**src/rtl/cla_adder_4bit_pkg.sv**
```systemverilog
// -----------------------------------------------------------------------------
// cla_adder_4bit_pkg
// Shared constants and helpers for the registered carry-lookahead adder.
//   GROUP_W    : width of one lookahead group (always 4)
//   num_groups : number of lookahead groups for a given operand width
//   width_ok   : true when a width is a positive multiple of GROUP_W
// -----------------------------------------------------------------------------
package cla_adder_4bit_pkg;

   localparam int GROUP_W = 4;

   function automatic int num_groups(input int width);
      return width / GROUP_W;
   endfunction

   function automatic bit width_ok(input int width);
      return (width > 0) && ((width % GROUP_W) == 0);
   endfunction

endpackage

```
**src/rtl/cla_adder_4bit_group4.sv**
```systemverilog
// -----------------------------------------------------------------------------
// cla_group4
// Purely combinational 4-bit carry-lookahead group.
//   a_i, b_i : 4-bit operand slices
//   c_i      : carry into the group
//   sum_o    : 4-bit sum slice
//   g_o      : group generate (carry-out of the group when c_i = 0)
//   p_o      : group propagate (carry-in passes straight through)
// Internal carries use flattened sum-of-products so no carry ripples
// through the group.
// -----------------------------------------------------------------------------
module cla_group4
   import cla_adder_4bit_pkg::*;
(
   input  logic [GROUP_W-1:0] a_i,
   input  logic [GROUP_W-1:0] b_i,
   input  logic               c_i,
   output logic [GROUP_W-1:0] sum_o,
   output logic               g_o,
   output logic               p_o
);

   logic [GROUP_W-1:0] g;
   logic [GROUP_W-1:0] p;
   logic [GROUP_W-1:0] c;

   assign g = a_i & b_i;
   assign p = a_i ^ b_i;

   // Each carry is expressed directly in terms of g, p and c_i.
   assign c[0] = c_i;
   assign c[1] = g[0]
               | (p[0] & c_i);
   assign c[2] = g[1]
               | (p[1] & g[0])
               | (p[1] & p[0] & c_i);
   assign c[3] = g[2]
               | (p[2] & g[1])
               | (p[2] & p[1] & g[0])
               | (p[2] & p[1] & p[0] & c_i);

   assign sum_o = p ^ c;

   // Group generate excludes the carry-in term; group propagate is the AND of all p.
   assign g_o = g[3]
              | (p[3] & g[2])
              | (p[3] & p[2] & g[1])
              | (p[3] & p[2] & p[1] & g[0]);
   assign p_o = &p;

endmodule

```
**src/rtl/cla_adder_4bit.sv**
```systemverilog
// -----------------------------------------------------------------------------
// cla_adder_4bit
// Registered carry-lookahead adder: {cout, sum} = a + b + cin, one cycle
// latency, one operation per cycle.
//   clk       : rising-edge clock
//   rst_n     : asynchronous active-low reset, clears all outputs
//   in_valid  : operands valid this cycle
//   a, b      : WIDTH-bit unsigned operands
//   cin       : carry-in
//   out_valid : registered result valid
//   sum, cout : registered sum (mod 2^WIDTH) and carry-out
//   grp_g     : registered block generate (carry-out when cin = 0)
//   grp_p     : registered block propagate (AND of all bit propagates)
//
// Handshake: valid-only, no ready. An edge with in_valid=1 captures a result
// and sets out_valid for exactly the following cycle; an edge with
// in_valid=0 clears out_valid while sum/cout/grp_g/grp_p keep their values.
// -----------------------------------------------------------------------------
module cla_adder_4bit
   import cla_adder_4bit_pkg::*;
#(
   parameter int WIDTH = 4
) (
   input  logic             clk,
   input  logic             rst_n,
   input  logic             in_valid,
   input  logic [WIDTH-1:0] a,
   input  logic [WIDTH-1:0] b,
   input  logic             cin,
   output logic             out_valid,
   output logic [WIDTH-1:0] sum,
   output logic             cout,
   output logic             grp_g,
   output logic             grp_p
);

   localparam int NUM_GROUPS = num_groups(WIDTH);

   generate
      if (!width_ok(WIDTH)) begin : g_bad_width
         $error("cla_adder_4bit: WIDTH must be a positive multiple of 4");
      end
   endgenerate

   logic [WIDTH-1:0]      sum_w;
   logic [NUM_GROUPS-1:0] grp_gen;
   logic [NUM_GROUPS-1:0] grp_prop;
   logic [NUM_GROUPS:0]   gc;   // carries between groups, gc[0] = cin
   logic [NUM_GROUPS:0]   bg;   // same chain with zero carry-in, gives block generate

   for (genvar k = 0; k < NUM_GROUPS; k++) begin : g_grp
      cla_group4 u_grp (
         .a_i   (a[k*GROUP_W +: GROUP_W]),
         .b_i   (b[k*GROUP_W +: GROUP_W]),
         .c_i   (gc[k]),
         .sum_o (sum_w[k*GROUP_W +: GROUP_W]),
         .g_o   (grp_gen[k]),
         .p_o   (grp_prop[k])
      );
   end

   // Inter-group carries from group G/P only; group G/P never depend on gc,
   // so this chain has no combinational loop through the instances.
   always_comb begin
      gc    = '0;
      bg    = '0;
      gc[0] = cin;
      for (int k = 0; k < NUM_GROUPS; k++) begin
         gc[k+1] = grp_gen[k] | (grp_prop[k] & gc[k]);
         bg[k+1] = grp_gen[k] | (grp_prop[k] & bg[k]);
      end
   end

   // Output register stage
   logic [WIDTH-1:0] sum_q,   sum_d;
   logic             cout_q,  cout_d;
   logic             grp_g_q, grp_g_d;
   logic             grp_p_q, grp_p_d;
   logic             out_valid_q, out_valid_d;

   always_comb begin
      sum_d       = sum_q;
      cout_d      = cout_q;
      grp_g_d     = grp_g_q;
      grp_p_d     = grp_p_q;
      out_valid_d = in_valid;
      if (in_valid) begin
         sum_d   = sum_w;
         cout_d  = gc[NUM_GROUPS];
         grp_g_d = bg[NUM_GROUPS];
         grp_p_d = &grp_prop;
      end
   end

   always_ff @(posedge clk or negedge rst_n) begin
      if (!rst_n) begin
         sum_q       <= '0;
         cout_q      <= 1'b0;
         grp_g_q     <= 1'b0;
         grp_p_q     <= 1'b0;
         out_valid_q <= 1'b0;
      end else begin
         sum_q       <= sum_d;
         cout_q      <= cout_d;
         grp_g_q     <= grp_g_d;
         grp_p_q     <= grp_p_d;
         out_valid_q <= out_valid_d;
      end
   end

   assign sum       = sum_q;
   assign cout      = cout_q;
   assign grp_g     = grp_g_q;
   assign grp_p     = grp_p_q;
   assign out_valid = out_valid_q;

endmodule

```
**config.mk**
```make
export PLATFORM = sky130hd
export DESIGN_NAME = cla_adder_4bit
export DESIGN_NICKNAME = d
export VERILOG_FILES = /design/src/rtl/cla_adder_4bit_pkg.sv /design/src/rtl/cla_adder_4bit_group4.sv /design/src/rtl/cla_adder_4bit.sv
export SDC_FILE = /design/constraint.sdc
export NUM_CORES = 1
export LEC_CHECK = 0
export CAP_MARGIN = 20
export CORE_MARGIN = 2
export CORE_UTILIZATION = 25
export CTS_CLUSTER_SIZE = 24
export DETAILED_ROUTE_END_ITERATION = 8
export SLEW_MARGIN = 25
export SYNTH_ARGS = -nofsm -noshare
export SYNTH_HDL_FRONTEND = slang
export SYNTH_SLANG_ARGS = --single-unit
```
**constraint.sdc**
```tcl
create_clock -name clk -period 1.5 [get_ports clk]
set_clock_uncertainty 0.05 [all_clocks]
set_input_delay 0.225 -clock clk [delete_from_list [all_inputs] [get_ports clk]]
set_output_delay 0.225 -clock clk [all_outputs]
set_load 0.05 [all_outputs]
```
# [Word level (Yosys, flattened, before mapping)]
# Cells that the tools add are included.
[op_classes] bitwise_logic=28 reduce_logical=1
[op_table] operator="bitwise AND 1 bit" count=15
[op_table] operator="OR 1 bit" count=10
[op_table] operator="XOR 4 bit" count=2
[op_table] operator="bitwise AND 4 bit" count=1
[op_table] operator="AND reduction 4 bit" count=1
[word_totals] word_cells=34 reg_bits=8 in_bits=12 out_inout_bits=8

# [Longest topological paths before layout]
# Gate-level depths: netlist of the first run.
[depth] ltp_word=6 ltp_mapped=4 ltp_nobuf=4

# [Hierarchy]
# From an unflattened synthesis of the first run, not the netlist that was laid out.
[unflattened] cells_unflattened=40 hier_area_um2=498.0
[modules_own_cells] mod="cla_adder_4bit" seq_area_each_um2=200.2 cells_per_inst=18 n_inst=1 area_per_inst_um2=315.3
[modules_own_cells] mod="cla_group4" seq_area_each_um2=0.0 cells_per_inst=22 n_inst=1 area_per_inst_um2=182.7

# [Worst setup path after synthesis of the first run]
# OpenSTA, ideal clock, no wires.
[synth_path] path_kind="input to register" startpoint="input a[1]" endpoint="register sum_q[2], in the netlist sum[2]" n_path_buf=0 setup_time_ns=0.071 setup_slack_ns=0.171 path_stages=4 t_arrival_ns=1.208 required_ns=1.379 path_cell_list="ha_1 > inv_1 > or4_1 > nand4_1"
[synth_between] elab_chain_len=5 elab_cells_between_ends=8 cone_classes="8 x bitwise"
[synth_lines] item="from (decl)" line_no="cla_adder_4bit.sv:27" source="input logic [WIDTH-1:0] a,"
[synth_lines] item="XOR 4 bit" line_no="cla_adder_4bit_group4.sv:28" source="assign p = a_i ^ b_i;"
[synth_lines] item="bitwise AND 1 bit (on tied branches)" line_no="cla_adder_4bit_group4.sv:35, cla_adder_4bit_group4.sv:36"
[synth_lines] item="OR 1 bit / bitwise AND 1 bit (equally long branches)" line_no="cla_adder_4bit_group4.sv:35, cla_adder_4bit_group4.sv:36"
[synth_lines] item="OR 1 bit *" line_no="cla_adder_4bit_group4.sv:36" source="| (p[1] & p[0] & c_i);"
[synth_lines] item="XOR 4 bit *" line_no="cla_adder_4bit_group4.sv:42" source="assign sum_o = p ^ c;"
[synth_lines] item="to (signal assigned)" line_no="cla_adder_4bit.sv:103" source="sum_q <= sum_d;"
[synth_lines] item="to (decl)" line_no="cla_adder_4bit.sv:75" source="logic [WIDTH-1:0] sum_q, sum_d;"
# Mark *: on every way between the ends. The rest lies on a longest branch, timed or not.
# A chain may end at the register's enable or synchronous reset.

# [Final worst setup path of the first run]
[layout_path] startpoint="input a[2]" endpoint="register sum_q[2], in the netlist sum[2]"
[layout_between] elab_chain_len=2
[layout_lines] item="XOR 4 bit" line_no="cla_adder_4bit_group4.sv:28"
[layout_lines] item="XOR 4 bit" line_no="cla_adder_4bit_group4.sv:42"
# Every way passes these cells.

==> impl_metrics.ini, run 1 <==
[outcome]
status = complete, no violations

[worst_setup_path]
arrival_ns = 1.58
worstPathRequired_ns = 1.64
start_kind = primary input
crit_type = in -> reg
path_max_fanout = 7
crit_path_end_kind = register

[final_layout]
drive_above_1_share_pct = 34.2
final_cell_mix = clkdlybuf4s50_1, dfrtp_1, buf_4, buf_12, inv_1
syn2layout_area_growth_pct = 90.0
stdcell_area_um2 = 856
final_cells = 98
final_common_cell = clkdlybuf4s50_1
n_antenna_cell = 0
final_core_utilization_pct = 50.1
fin_nets = 92

[job]
max_cap_viol_count = 0

[placed_design]
placed_cells = 95
place_area_um2 = 792
dp_slack_ns = -0.305
gp_congestion = 0.725
port_buffers = 19
dp_hpwl_um = 889

[timing]
rsz0062_at_grt = false
finalSetupViolCount = 0
slew-limit-headroom_pct = 73.5
fin_crit_sh_pct = 96.1
slew_violations = 0
fmax_mhz = 693
period_needed_ns = 1.44
setup_slack_ns = 0.0579
worst_pin_slew_ns = 0.396
hold_viol_final = 0

[floorplan]
die_w_um = 46.4
initial_utilization_pct = 26.4
core_mm2 = 0.00171
ioPinCount = 20
rows = 15
fp.dieH_um = 46.4
die-area_mm2 = 0.00216

[cts]
cts_sinks = 8
insertion_delay_ns = 0.25
cts_root_buf = clkbuf_4
cts_tree = done
clock_tree.htree_level_count = 1
ctsHoldBuffers = 0
clk_pin_slew_worst_paths_ns = 0.06
cts_setup_buffers = 0
numCtsBuffers = 3
cts_max_path_buffers = 2

[global_routing]
grt_use_total_pct = 12.1
grt_pass1_vias = 465
grt_pass1_wl_um = 1790
grt_max_degree = 9
globalRouteOverflowTotal = 0
antenna_found_initial = 0

[pwr]
swShare_pct = 35.5
power_density_mw_per_mm2 = 968
p_leak_nw = 0.391
internal-power_mw = 0.535
p_comb_share_pct = 45.8
seq_power_share_pct = 33.3
ir_worst_vdd_v = 0.000473
p_switching_mw = 0.294
p_clk_share_pct = 20.9
power_mw = 0.829

[worst_hold_path]
hp-class = in -> async

[synth]
yosysWarnings = 0
synth_seq_cells = 8
syn_area_per_cell_um2 = 10.2
yosysSeqAreaShare_pct = 44.4
postSynthCellCount = 44
yosys.area_share.simple_pct = 15.3
synthMuxAreaShare_pct = 2.50
syn_nets = 61
synth_top_family_by_area = adder cells
ys_types = 20
synth_compound_area_share_pct = 14.4
synthAdderAreaFrac_pct = 15.6
synthesis.area_um2 = 450
synthXorXnorAreaFrac_pct = 1.94

[detailed_routing]
final_antenna_net_count = 0
detail_route.iter0.violations = 7
vias = 446
first_pass_iters = 4
drc = 0
wl_per_cell_um = 11.0
wl_um = 1070
viasPerCell = 4.55
[synthesized netlist by cell type (all sizes together)]
cell / instances / share of area, %
dfrtp: 8 / 44
inv: 7 / 5.8
ha: 4 / 11
nand2: 4 / 3.3
a21oi: 3 / 3.3
nand4: 3 / 4.2
o21ai: 2 / 2.2
o22a: 2 / 3.9
a31oi: 1 / 1.4
and4: 1 / 1.9
fa: 1 / 4.4
mux2: 1 / 2.5
nand3: 1 / 1.1
o2111ai: 1 / 1.9
o31ai: 1 / 1.7
or2b: 1 / 1.7
or3: 1 / 1.4
or4: 1 / 1.7
xnor2: 1 / 1.9
[per-layer routing]
| layer | GRT usage (%) | up-vias | part of all wire [%] |
|---|---|---|---|
| li1 | - | 219 | - |
| met1 | 12.5 | 205 | 42 |
| met2 | 21.9 | 18 | 50 |
| met3 | 2.75 | 4 | 7.1 |
| met4 | 6.86 | 0 | 1.5 |
| met5 | 0 | - | 0 |
[worst max-delay path: stages]
cell and delay, ns:
clkdlybuf4s50_1 0.51, ha_4 0.24, or4_1 0.50, nand4_1 0.11
[state kept, by name, summed over array words and instances, names as in the netlist]
name / flops
grp_p: 1
out_valid: 1
cout: 1
grp_g: 1
sum: 4
[stage by stage]
step	hold WS, ns	setup TNS [ns]
after detailed placement	0.484	-1.39
after floorplan	-0.121	0
after global routing	0.239	0
after CTS	0.213	-0.00213
final	0.205	0
after global placement	0.475	-1.27
[kinds of logic (layout without fill, tap and decap cells)]
| kind of cell | Yosys count | after routing |
|---|---|---|
| AOI/OAI and AO/OA | 10 | 10 |
| xor gates and xnor gates | 1 | 1 |
| adders and majority gates | 5 | 5 |
| buffers and inverters | 7 | 36 |
| DFF | 8 | 8 |
| muxes | 1 | 1 |
| and+or+nand+nor | 12 | 12 |
[cell type report]
cell class                      instances  area, µm²
Inverter                                7       26.3
Tap cell                               25       31.3
Fill cell                             164        852
Multi-Input combinational cell         29        260
Timing Repair Buffer                   26        315
Sequential cell                         8        200
Clock buffer                            3       22.5
[power groups by stage]
stage	clock network, mW	logic, mW	registers [mW]
final	0.173	0.380	0.276
after global routing	0.184	0.404	0.280
after CTS	0.177	0.379	0.277
after detailed placement	0	0.368	0.281
after floorplan	0	0.0707	0.369
after global placement	0	0.365	0.279
[final timing paths]
check | startpoint | endpoint | slack (ns) | depth (start not counted)
setup / recovery | a[2] | sum[2] | 0.06 | 4
hold / removal | rst_n | sum[0] | 0.20 | 1
setup reg to reg | sum[1] | sum[1] | 0.66 | 1
hold reg to reg | sum[0] | sum[0] | 0.49 | 2
max in group asynchronous | rst_n | grp_g | 0.91 | 1
min in group clk | a[1] | sum[2] | 0.48 | 5
[repair_timing]
item,in CTS,in global routing
pin swaps,0,1
resized for setup,2,5
endpoints found under the setup margin,3,4
(Power assumes the default switching activity.)
==> run 2: changes to the inputs <==
--- a/config.mk
+++ b/config.mk
@@ -10,7 +10,7 @@
 export CORE_UTILIZATION = 25
 export CTS_CLUSTER_SIZE = 24
 export DETAILED_ROUTE_END_ITERATION = 8
-export SLEW_MARGIN = 25
+export PLACE_DENSITY = 0.62
 export SYNTH_ARGS = -nofsm -noshare
 export SYNTH_HDL_FRONTEND = slang
 export SYNTH_SLANG_ARGS = --single-unit
==> run 2 against run 1 <==
  * Count of clock-buffer cells in the layout is the same
  * Worst setup slack improved by 0.0095 ns
  * Wire length rose by 3.1%
  * First-iteration DRC count is 14% higher
  * Largest cell class unchanged
  * Flip-flop and latch count is the same
==> impl_metrics.ini, run 2 (synthesis gave the netlist of run 1 again) <==
[outcome]
status = complete, no violations

[timing]
worst_pin_slew_ns = 0.351
holdWs_ns = 0.196
finalSetupViolCount = 0
period_needed_ns = 1.43
setup_slack_ns = 0.0673
rsz0062_at_grt = false
slew-limit-headroom_pct = 76.5
fin_crit_sh_pct = 95.5
slew_violations = 0
hold_viol_final = 0
fmax_mhz = 698

[worst_setup_path]
arrival_ns = 1.56
crit_path_end_kind = register
worstRegToRegCells = 1
start_kind = primary input
path_max_fanout = 6
crit_type = in -> reg
r2r_slack_ns = 0.65
worstPathRequired_ns = 1.63
reg2reg_to = sum[1]
r2r_start = sum[1]

[cts]
cts_setup_buffers = 0
insertion_delay_ns = 0.25
cts_max_path_buffers = 2
clock_tree.htree_level_count = 1
clk_pin_slew_worst_paths_ns = 0.05
ctsHoldBuffers = 0
cts_root_buf = clkbuf_4
cts_sinks = 8
numCtsBuffers = 3
cts_tree = done

[pwr]
ir_worst_vdd_v = 0.000418
power_mw = 0.825
power_density_mw_per_mm2 = 951
p_leak_nw = 0.403

[placed_design]
dp_hpwl_um = 886
gp_congestion = 0.835
dp_slack_ns = -0.283
port_buffers = 19
place_area_um2 = 792

[final_layout]
fill_cells = 154
fin_nets = 92
drive_above_1_share_pct = 35.6
final_core_utilization_pct = 50.8
stdcell_area_um2 = 868
syn2layout_area_growth_pct = 92.8
n_antenna_cell = 0
final_cell_mix = dfrtp_1, buf_4, buf_12, inv_1, clkdlybuf4s50_1
largest_register_ffs = 4

[floorplan]
ioPinCount = 20
initial_utilization_pct = 26.4
rows = 15
core_mm2 = 0.00171
fp.dieH_um = 46.4
die-area_mm2 = 0.00216
die_w_um = 46.4

[global_routing]
grt_pass1_vias = 461
globalRouteOverflowTotal = 0
grt_use_total_pct = 12.7
antenna_found_initial = 0
grt_max_degree = 9
grt_pass1_wl_um = 1960

[detailed_routing]
drc = 0
final_antenna_net_count = 0
first_pass_iters = 2
wl_per_cell_um = 11.3
wl_um = 1110
vias = 435
viasPerCell = 4.44
detail_route.iter0.violations = 8

[worst_hold_path]
hp-class = in -> async

[job]
max_cap_viol_count = 0
==> run 2: cell types whose count changed in the layout (fill, tap and decap cells not counted), sizes merged <==
cell | before | now
dlymetal6s2s | 2 | 3
clkdlybuf4s50 | 9 | 6
dlygate4sd2 | 0 | 2
==> run 2: worst max path at each step <==
stage | startpoint | endpoint | slack [ns] | cells past startpoint
floorplan | a[1] | sum[2] | 0.17 | 4
global placement | a[0] | sum[1] | -0.25 | 5
detailed placement | a[1] | sum[2] | -0.28 | 5
CTS | a[0] | sum[1] | 0.05 | 5
global route | a[2] | sum[3] | 0.01 | 5
finish | a[2] | sum[2] | 0.07 | 4
==> run 2: area by class of cell <==
class / instances / area [µm²] / share of cell area (%)
Inverter: 7 / 26.3 / 3.03
Sequential cell: 8 / 200 / 23.1
Clock buffer: 3 / 22.5 / 2.59
Tap cell: 25 / 31.3 / 3.60
Multi-Input combinational cell: 29 / 273 / 31.4
Timing Repair Buffer: 26 / 315 / 36.3
==> run 2: critical path: stages <==
cell and delay (ns):
clkdlybuf4s50_1 0.50, ha_4 0.23, or4_1 0.50, nand4_1 0.12
==> run 2: power by group <==
| group | total, mW | switching (mW) | leakage (nW) | internal, mW |
|---|---|---|---|---|
| combinational | 0.387 | 0.188 | 0.293 | 0.199 |
| sequential | 0.278 | 0.0318 | 0.0964 | 0.246 |
| clock | 0.161 | 0.0696 | 0.0138 | 0.0913 |
==> run 2: what timing repair did <==
item / 4_1_cts / 5_1_grt
setup endpoints to repair: 4 / 4
gates resized for setup: 6 / 5
pin swaps: 1 / 3
==> run 2: per-stage QoR <==
stage          instances  setup TNS [ns]
5_1_grt               98               0
3_5_place_dp          95           -1.37
3_3_place_gp          95           -1.17
4_1_cts               98               0
6_report              98               0
2_1_floorplan         44               0
==> run 2: metal layers <==
metal	GRT usage [%]	share of wire (%)	routed length, µm	vias to the layer above
met5	0	0	0	-
met4	8.57	1.5	17	0
met3	1.18	3.3	36	2
met2	19.2	50	552	13
met1	17.0	45	500	202
li1	-	-	-	218
